### src/rtl/alu_vote_pkg.sv
// Shared types and helpers for the N-modular-redundant ALU vote controller.
//   state_t    : controller FSM states
//   ALU_*      : ALU control encodings carried on req_cont/alu_cont
//   popcount() : number of set bits in a vector of up to 64 bits
package alu_vote_pkg;

    typedef enum logic [2:0] {
        IDLE,
        EXEC,
        CHECK,
        DONE,
        FAIL
    } state_t;

    localparam logic [2:0] ALU_AND = 3'b000;
    localparam logic [2:0] ALU_OR  = 3'b001;
    localparam logic [2:0] ALU_ADD = 3'b010;
    localparam logic [2:0] ALU_SUB = 3'b110;
    localparam logic [2:0] ALU_SLT = 3'b111;

    function automatic int unsigned popcount(input logic [63:0] v);
        int unsigned n;
        n = 0;
        for (int i = 0; i < 64; i++) begin
            n = n + {31'b0, v[i]};
        end
        return n;
    endfunction

endpackage

### src/rtl/alu_vote_ctrl_voter.sv
// rep_voter: combinational per-bit majority over NREP masked replica words.
//   data     : NREP words of W bits, replica i at [i*W +: W]
//   en       : enabled-replica mask; disabled words take no part in the vote
//   vote     : bit b is 1 iff (enabled ones at b)*2 > enabled count (tie -> 0)
//   mismatch : enabled replicas whose whole word differs from the vote
module rep_voter #(
    parameter int NREP = 8,
    parameter int W    = 33
) (
    input  logic [NREP*W-1:0] data,
    input  logic [NREP-1:0]   en,
    output logic [W-1:0]      vote,
    output logic [NREP-1:0]   mismatch
);

    localparam int CW = $clog2(NREP + 1);

    logic [CW-1:0] en_cnt;
    logic [CW-1:0] ones;

    always_comb begin
        en_cnt = '0;
        for (int i = 0; i < NREP; i++) begin
            en_cnt = en_cnt + CW'(en[i]);
        end
    end

    // One extra bit on both sides so ones*2 cannot overflow.
    always_comb begin
        vote = '0;
        ones = '0;
        for (int b = 0; b < W; b++) begin
            ones = '0;
            for (int i = 0; i < NREP; i++) begin
                ones = ones + CW'(en[i] & data[i*W + b]);
            end
            vote[b] = ({ones, 1'b0} > {1'b0, en_cnt});
        end
    end

    always_comb begin
        mismatch = '0;
        for (int i = 0; i < NREP; i++) begin
            mismatch[i] = en[i] && (data[i*W +: W] != vote);
        end
    end

endmodule

### src/rtl/alu_vote_ctrl.sv
// alu_vote_ctrl: sequencing and fault-management controller for an
// N-modular-redundant ALU. Accepts one operation, holds operands for LAT
// cycles, majority-votes the replica results and zero flags, retires
// replicas after STRIKES consecutive mismatches and goes fatal when fewer
// than MIN_REP replicas remain.
//   clk, reset (sync, active-low)
//   req_*   : requester operation handshake and operands
//   alu_*   : registered operands/control to all replicas
//   rep_*   : replica results/zero flags in, enabled mask out
//   resp_*  : voted response handshake
//   fault_cnt, fatal : health status
//
// state | meaning
// ------+-----------------------------------------------------------
// IDLE  | ready for a request
// EXEC  | operands held on alu_*, latency counter running down
// CHECK | vote sampled, response registered, strikes/rep_en updated
// DONE  | response valid, waiting for resp_ready
// FAIL  | too few replicas left; terminal until reset
module alu_vote_ctrl
    import alu_vote_pkg::*;
#(
    parameter int NREP    = 8,
    parameter int WIDTH   = 32,
    parameter int LAT     = 1,
    parameter int STRIKES = 2,
    parameter int MIN_REP = 3
) (
    input  logic                       clk,
    input  logic                       reset,
    input  logic                       req_valid,
    output logic                       req_ready,
    input  logic [WIDTH-1:0]           req_a,
    input  logic [WIDTH-1:0]           req_b,
    input  logic [2:0]                 req_cont,
    output logic [WIDTH-1:0]           alu_a,
    output logic [WIDTH-1:0]           alu_b,
    output logic [2:0]                 alu_cont,
    input  logic [NREP*WIDTH-1:0]      rep_result,
    input  logic [NREP-1:0]            rep_zero,
    output logic                       resp_valid,
    input  logic                       resp_ready,
    output logic [WIDTH-1:0]           resp_result,
    output logic                       resp_zero,
    output logic [NREP-1:0]            rep_en,
    output logic [$clog2(NREP+1)-1:0]  fault_cnt,
    output logic                       fatal
);

    localparam int VW = WIDTH + 1;
    localparam int SW = $clog2(STRIKES + 1);
    localparam int FW = $clog2(NREP + 1);
    localparam int LW = (LAT > 1) ? $clog2(LAT) : 1;

    state_t state, state_next;

    logic [LW-1:0]        lat_cnt;
    logic [SW-1:0]        strike      [NREP];
    logic [SW-1:0]        strike_next [NREP];
    logic [NREP-1:0]      en_next;
    logic [NREP*VW-1:0]   vote_data;
    logic [VW-1:0]        vote;
    logic [NREP-1:0]      mismatch;

    // Zero flag rides as the top bit so one voter covers both.
    always_comb begin
        vote_data = '0;
        for (int i = 0; i < NREP; i++) begin
            vote_data[i*VW +: VW] = {rep_zero[i], rep_result[i*WIDTH +: WIDTH]};
        end
    end

    rep_voter #(
        .NREP (NREP),
        .W    (VW)
    ) u_voter (
        .data     (vote_data),
        .en       (rep_en),
        .vote     (vote),
        .mismatch (mismatch)
    );

    // Disabled replicas keep their strike count frozen.
    always_comb begin
        en_next = rep_en;
        for (int i = 0; i < NREP; i++) begin
            strike_next[i] = strike[i];
            if (rep_en[i]) begin
                if (mismatch[i]) begin
                    if (strike[i] != SW'(STRIKES)) begin
                        strike_next[i] = strike[i] + SW'(1);
                    end
                    if (strike_next[i] == SW'(STRIKES)) begin
                        en_next[i] = 1'b0;
                    end
                end else begin
                    strike_next[i] = '0;
                end
            end
        end
    end

    always_ff @(posedge clk) begin
        if (!reset) begin
            state <= IDLE;
        end else begin
            state <= state_next;
        end
    end

    always_comb begin
        state_next = state;
        req_ready  = 1'b0;
        resp_valid = 1'b0;
        fatal      = 1'b0;
        case (state)
            IDLE: begin
                req_ready = 1'b1;
                if (req_valid) state_next = EXEC;
            end
            EXEC: begin
                if (lat_cnt == '0) state_next = CHECK;
            end
            CHECK: begin
                state_next = DONE;
            end
            DONE: begin
                resp_valid = 1'b1;
                if (resp_ready) begin
                    state_next = (int'(popcount(64'(rep_en))) < MIN_REP) ? FAIL : IDLE;
                end
            end
            FAIL: begin
                fatal = 1'b1;
            end
            default: state_next = IDLE;
        endcase
    end

    always_ff @(posedge clk) begin
        if (!reset) begin
            alu_a       <= '0;
            alu_b       <= '0;
            alu_cont    <= '0;
            lat_cnt     <= '0;
            resp_result <= '0;
            resp_zero   <= 1'b0;
            rep_en      <= '1;
            fault_cnt   <= '0;
            for (int i = 0; i < NREP; i++) strike[i] <= '0;
        end else begin
            case (state)
                IDLE: begin
                    if (req_valid) begin
                        alu_a    <= req_a;
                        alu_b    <= req_b;
                        alu_cont <= req_cont;
                        lat_cnt  <= LW'(LAT - 1);
                    end
                end
                EXEC: begin
                    if (lat_cnt != '0) lat_cnt <= lat_cnt - LW'(1);
                end
                CHECK: begin
                    resp_result <= vote[WIDTH-1:0];
                    resp_zero   <= vote[WIDTH];
                    rep_en      <= en_next;
                    fault_cnt   <= FW'(NREP - int'(popcount(64'(en_next))));
                    for (int i = 0; i < NREP; i++) strike[i] <= strike_next[i];
                end
                default: ;
            endcase
        end
    end

endmodule
### config.mk
export PLATFORM = sky130hd
export DESIGN_NAME = alu_vote_ctrl
export DESIGN_NICKNAME = d
export VERILOG_FILES = /design/src/rtl/alu_vote_pkg.sv /design/src/rtl/alu_vote_ctrl_voter.sv /design/src/rtl/alu_vote_ctrl.sv
export SDC_FILE = /design/constraint.sdc
export NUM_CORES = 1
export LEC_CHECK = 0
export CORE_ASPECT_RATIO = 1.75
export CORE_MARGIN = 4
export CORE_UTILIZATION = 25
export DETAILED_ROUTE_END_ITERATION = 12
export GPL_ROUTABILITY_DRIVEN = 0
export GPL_TIMING_DRIVEN = 0
export HOLD_SLACK_MARGIN = 0.05
export PLACE_DENSITY_LB_ADDON = 0.2
export SYNTH_ARGS = -nofsm -noshare
export SYNTH_HDL_FRONTEND = slang
export SYNTH_HIERARCHICAL = 1
export SYNTH_SLANG_ARGS = --single-unit
### constraint.sdc
create_clock -name clk -period 25 [get_ports clk]
set_input_delay 5 -clock clk [delete_from_list [all_inputs] [get_ports clk]]
set_output_delay 5 -clock clk [all_outputs]
set_load 0.02 [all_outputs]
==> impl_metrics.py, run 1 <==
metrics = {
    "floorplan": {
        "die_h_um": 355,
        "placementRows": 126,
        "coreArea_um2": 67800,
        "io_pins": 450,
        "chipWidth_um": 206,
        "die_area_um2": 73200,
        "start_util_pct": 25.4,
    },
    "worst_setup_path": {
        "critPathKind": "in2reg",
        "crit_path_max_incr_delay_ns": 0.90,
        "r2r-end": "fault_cnt[2]$_SDFFE_PN0P_",
        "crit_required_ns": 25.33,
        "arrival_ns": 14.10,
        "cp_max_fo": 9,
        "cp_common_cell": "fa_1",
        "reg2reg_from": "rep_en[3]$_SDFFE_PN1P_",
        "start_kind": "input port",
        "reg2reg_depth": 27,
        "cp_slowest_cell": "nor4_1",
        "ff2ff_setup_slack_ns": 14.55,
        "crit_path_end_kind": "register",
    },
    "sta": {
        "final-setup-viol-count": 0,
        "fin_crit_sh_pct": 55.1,
        "hold_viol_final": 0,
        "finalWorstSetupSlack_ns": 11.23,
        "max_freq_mhz": 72.6,
        "worstMarginPinSlew_ns": 1.25,
        "fin_worst_skew_ns": 0.0154,
        "fin_crit_ns": 13.77,
        "drv_slew": 0,
        "finalSetupTns_ns": 0,
        "relSlewSlack_pct": 16.9,
        "rsz0062_at_grt": "no",
    },
    "placement": {
        "placed_cells": 3298,
        "placed_cell_area_um2": 23000,
        "port_buffers": 449,
        "place_ws_ns": 10.79,
        "dp_hpwl_um": 78200,
    },
    "synthesis": {
        "synth-main-ff-cell": "dfxtp_1",
        "synth.largest_area_cell": "fa_1",
        "synthArstFlopShare_pct": 0,
        "yosys-top-cells-count": "nand2_1 (294), ha_1 (216), inv_1 (214)",
        "synth_area_um2": 17200,
        "synth-seq-cells": 131,
        "avgSynthCellArea_um2": 8.82,
        "synth-edff-count": 16,
        "yosysMostFrequentCell": "nand2_1",
        "synth_top_area_share_pct": 16.8,
        "netlist_instances": 1948,
        "yosys-top-cells-area": "fa_1 (17%), ha_1 (16%), dfxtp_1 (13%)",
        "synth_cell_types": 50,
        "yosysWarningCount": 6,
        "synth_nets": 2643,
        "yosysSeqAreaShare_pct": 16.2,
    },
    "grt": {
        "grt_pass1_wl_um": 126000,
        "grt_use_total_pct": 24.3,
        "grt_antenna_before_repair": 10,
        "grt_overflow": 0,
        "grt_max_degree": 20,
        "grt_pass1_vias": 17900,
    },
    "power": {
        "clockPowerShare_pct": 7.3,
        "power_frac_seq_pct": 7.4,
        "switchingPower_w": 0.00207,
        "p_int_w": 0.00150,
        "p_per_area_nw_per_um2": 151,
        "total_power_w": 0.00357,
        "switching_share_pct": 57.9,
        "p_comb_share_pct": 85.3,
        "power.leakage_nw": 10.3,
        "ir_worst_vdd_mv": 0.0714,
    },
    "job": {
        "maxCapViolCount": 0,
    },
    "clocking": {
        "clk_latency_ns": 0.44,
        "cts_inserted_buffers": 17,
        "cts.sinks": 131,
        "path_clk_slew_ns": 0.06,
        "cts_max_level": 4,
        "clockBufferDepth": 2,
        "cts_tree": "yes",
        "root_buffer": "clkbuf_16",
        "cts.repair.resized": 0,
        "post_cts_buffers": 0,
        "postCtsHoldBufs": 0,
    },
    "finish": {
        "fin_nets": 3116,
        "areaGrowthSynthToFinish_pct": 37.2,
        "drive_gt1_share_pct": 3.94,
        "final_cells": 3336,
        "final_cell_area_um2": 23600,
        "n_fill_cell": 7084,
        "multi_input_area_um2": 13200,
        "seq_area_um2": 2780,
    },
    "detailed_routing": {
        "avgViaCountPerCell": 4.99,
        "drt-total-wl_um": 91600,
        "drc_errors": 0,
        "detail_route.wl_per_cell_um": 27.5,
        "ant_nets": 0,
        "vias": 16600,
        "firstDrtPassIters": 5,
        "drtIter0Drc": 867,
    },
    "worst_hold_path": {
        "holdPathStages": 2,
        "hp-class": "reg2reg",
        "min_from": "alu_a[10]$_SDFFE_PN0P_",
        "hold_path_end": "alu_a[10]$_SDFFE_PN0P_",
    },
    "run_status": {
        "status": "completed",
    },
}
==> worst max-delay path by stage <==
stage / start / to / slack (ns) / depth (start not counted)
floorplan: rep_result[69] / fault_cnt[2]$_SDFFE_PN0P_ / 13.01 / 27
global placement: rep_en[3]$_SDFFE_PN1P_ / fault_cnt[2]$_SDFFE_PN0P_ / 9.94 / 27
detailed placement: rep_result[20] / fault_cnt[2]$_SDFFE_PN0P_ / 10.79 / 29
CTS: rep_result[20] / fault_cnt[2]$_SDFFE_PN0P_ / 11.27 / 29
global route: rep_result[20] / fault_cnt[2]$_SDFFE_PN0P_ / 10.99 / 29
finish: rep_result[20] / fault_cnt[2]$_SDFFE_PN0P_ / 11.23 / 29
==> registers in the layout (all words and copies together), names as in the netlist <==
register	flops
resp_zero	1
alu_b	32
resp_result	32
fault_cnt	4
state	3
strike	16
alu_a	32
rep_en	8
alu_cont	3
==> metal layers <==
layer  GRT usage, %  up-vias  wire length [um]
li1               -     7406                 -
met1           24.2     8006             30700
met2           41.0      903             43400
met3           5.17      306              6530
met4           23.5       10             10900
met5              0        -                66
==> worst max-delay path: cells and delay by family <==
| kind | cells | cell delay, ns |
|---|---|---|
| simple gates | 7 | 2.16 |
| compound gates | 3 | 0.79 |
| xor+xnor | 2 | 0.49 |
| fa+ha+maj | 11 | 4.38 |
| buf+inv | 6 | 1.26 |
==> placed cells by master, fill, tap and decap left out, drive strengths merged, types with 7 or more instances in the layout <==
cell | Yosys | final
inv | 214 | 216
a2bb2oi | 8 | 8
nor2 | 21 | 21
a211oi | 24 | 24
nor4 | 27 | 27
a22o | 38 | 38
nor2b | 16 | 16
and3 | 12 | 12
xnor2 | 126 | 126
and4 | 7 | 7
buf | 47 | 52
and2 | 134 | 134
clkbuf | 45 | 67
a21boi | 68 | 68
nand3 | 10 | 10
fa | 144 | 144
o21ai | 23 | 23
a31oi | 9 | 9
nand4 | 62 | 62
a21oi | 23 | 23
o22ai | 11 | 11
a21o | 18 | 18
nor3 | 14 | 14
ha | 216 | 216
dfxtp | 115 | 115
nand2 | 294 | 294
edfxtp | 16 | 16
clkdlybuf4s50 | 0 | 449
xor2 | 168 | 168
==> cells by family (layout without fill, tap and decap cells) <==
group                      Yosys count  count (layout)  share of synthesized area, %
AOI/OAI and AO/OA                  252             252                          11.7
xor gates and xnor gates           294             294                          15.0
adders and majority gates          360             360                          32.5
buffers and inverters              306             792                          7.19
DFF                                131             131                          16.2
other                                0               6                             0
and+or+nand+nor                    605             605                          17.5
==> stage by stage <==
step / util (%) / hold WS (ns)
CTS: 34.8 / 0.454
finish: 34.8 / 0.451
global placement: 33.6 / 0.442
detailed placement: 33.9 / 0.445
global route: 34.8 / 0.469
floorplan: - / 0.531
==> cell type report <==
type | instances | area share [%]
Multi-Input combinational cell | 1511 | 56.0
Timing Repair Buffer | 454 | 19.6
Sequential cell | 131 | 11.8
Tap cell | 896 | 4.75
Inverter | 214 | 3.41
Clock buffer | 22 | 2.15
Buffer | 92 | 1.84
Clock inverter | 10 | 0.403
Antenna cell | 6 | 0.0637
==> power by group through the flow <==
stage	Combinational (W)	Clock [W]	Sequential [W]
2_1_floorplan	0.00180	0	0.000290
4_1_cts	0.00299	0.000269	0.000263
3_3_place_gp	0.00286	0	0.000267
6_report	0.00305	0.000261	0.000263
5_1_grt	0.00320	0.000278	0.000266
3_5_place_dp	0.00298	0	0.000268
(Power assumes the default switching activity.)
==> inputs of run 2 (changes only) <==
clock period = 13.3 ns   (was 25 ns; I/O delays follow)
==> results of run 2 <==
Same layout as run 1 (identical final DEF). Status: completed.
Among the figures that moved: setup slack after placement 10.79 ns -> 1.43 ns; setup slack after layout 11.23 ns -> 1.87 ns; register-to-register setup slack 14.55 ns -> 2.85 ns; total power 0.00357 W -> 0.00671 W; worst IR drop on VDD 0.0714 mV -> 0.134 mV
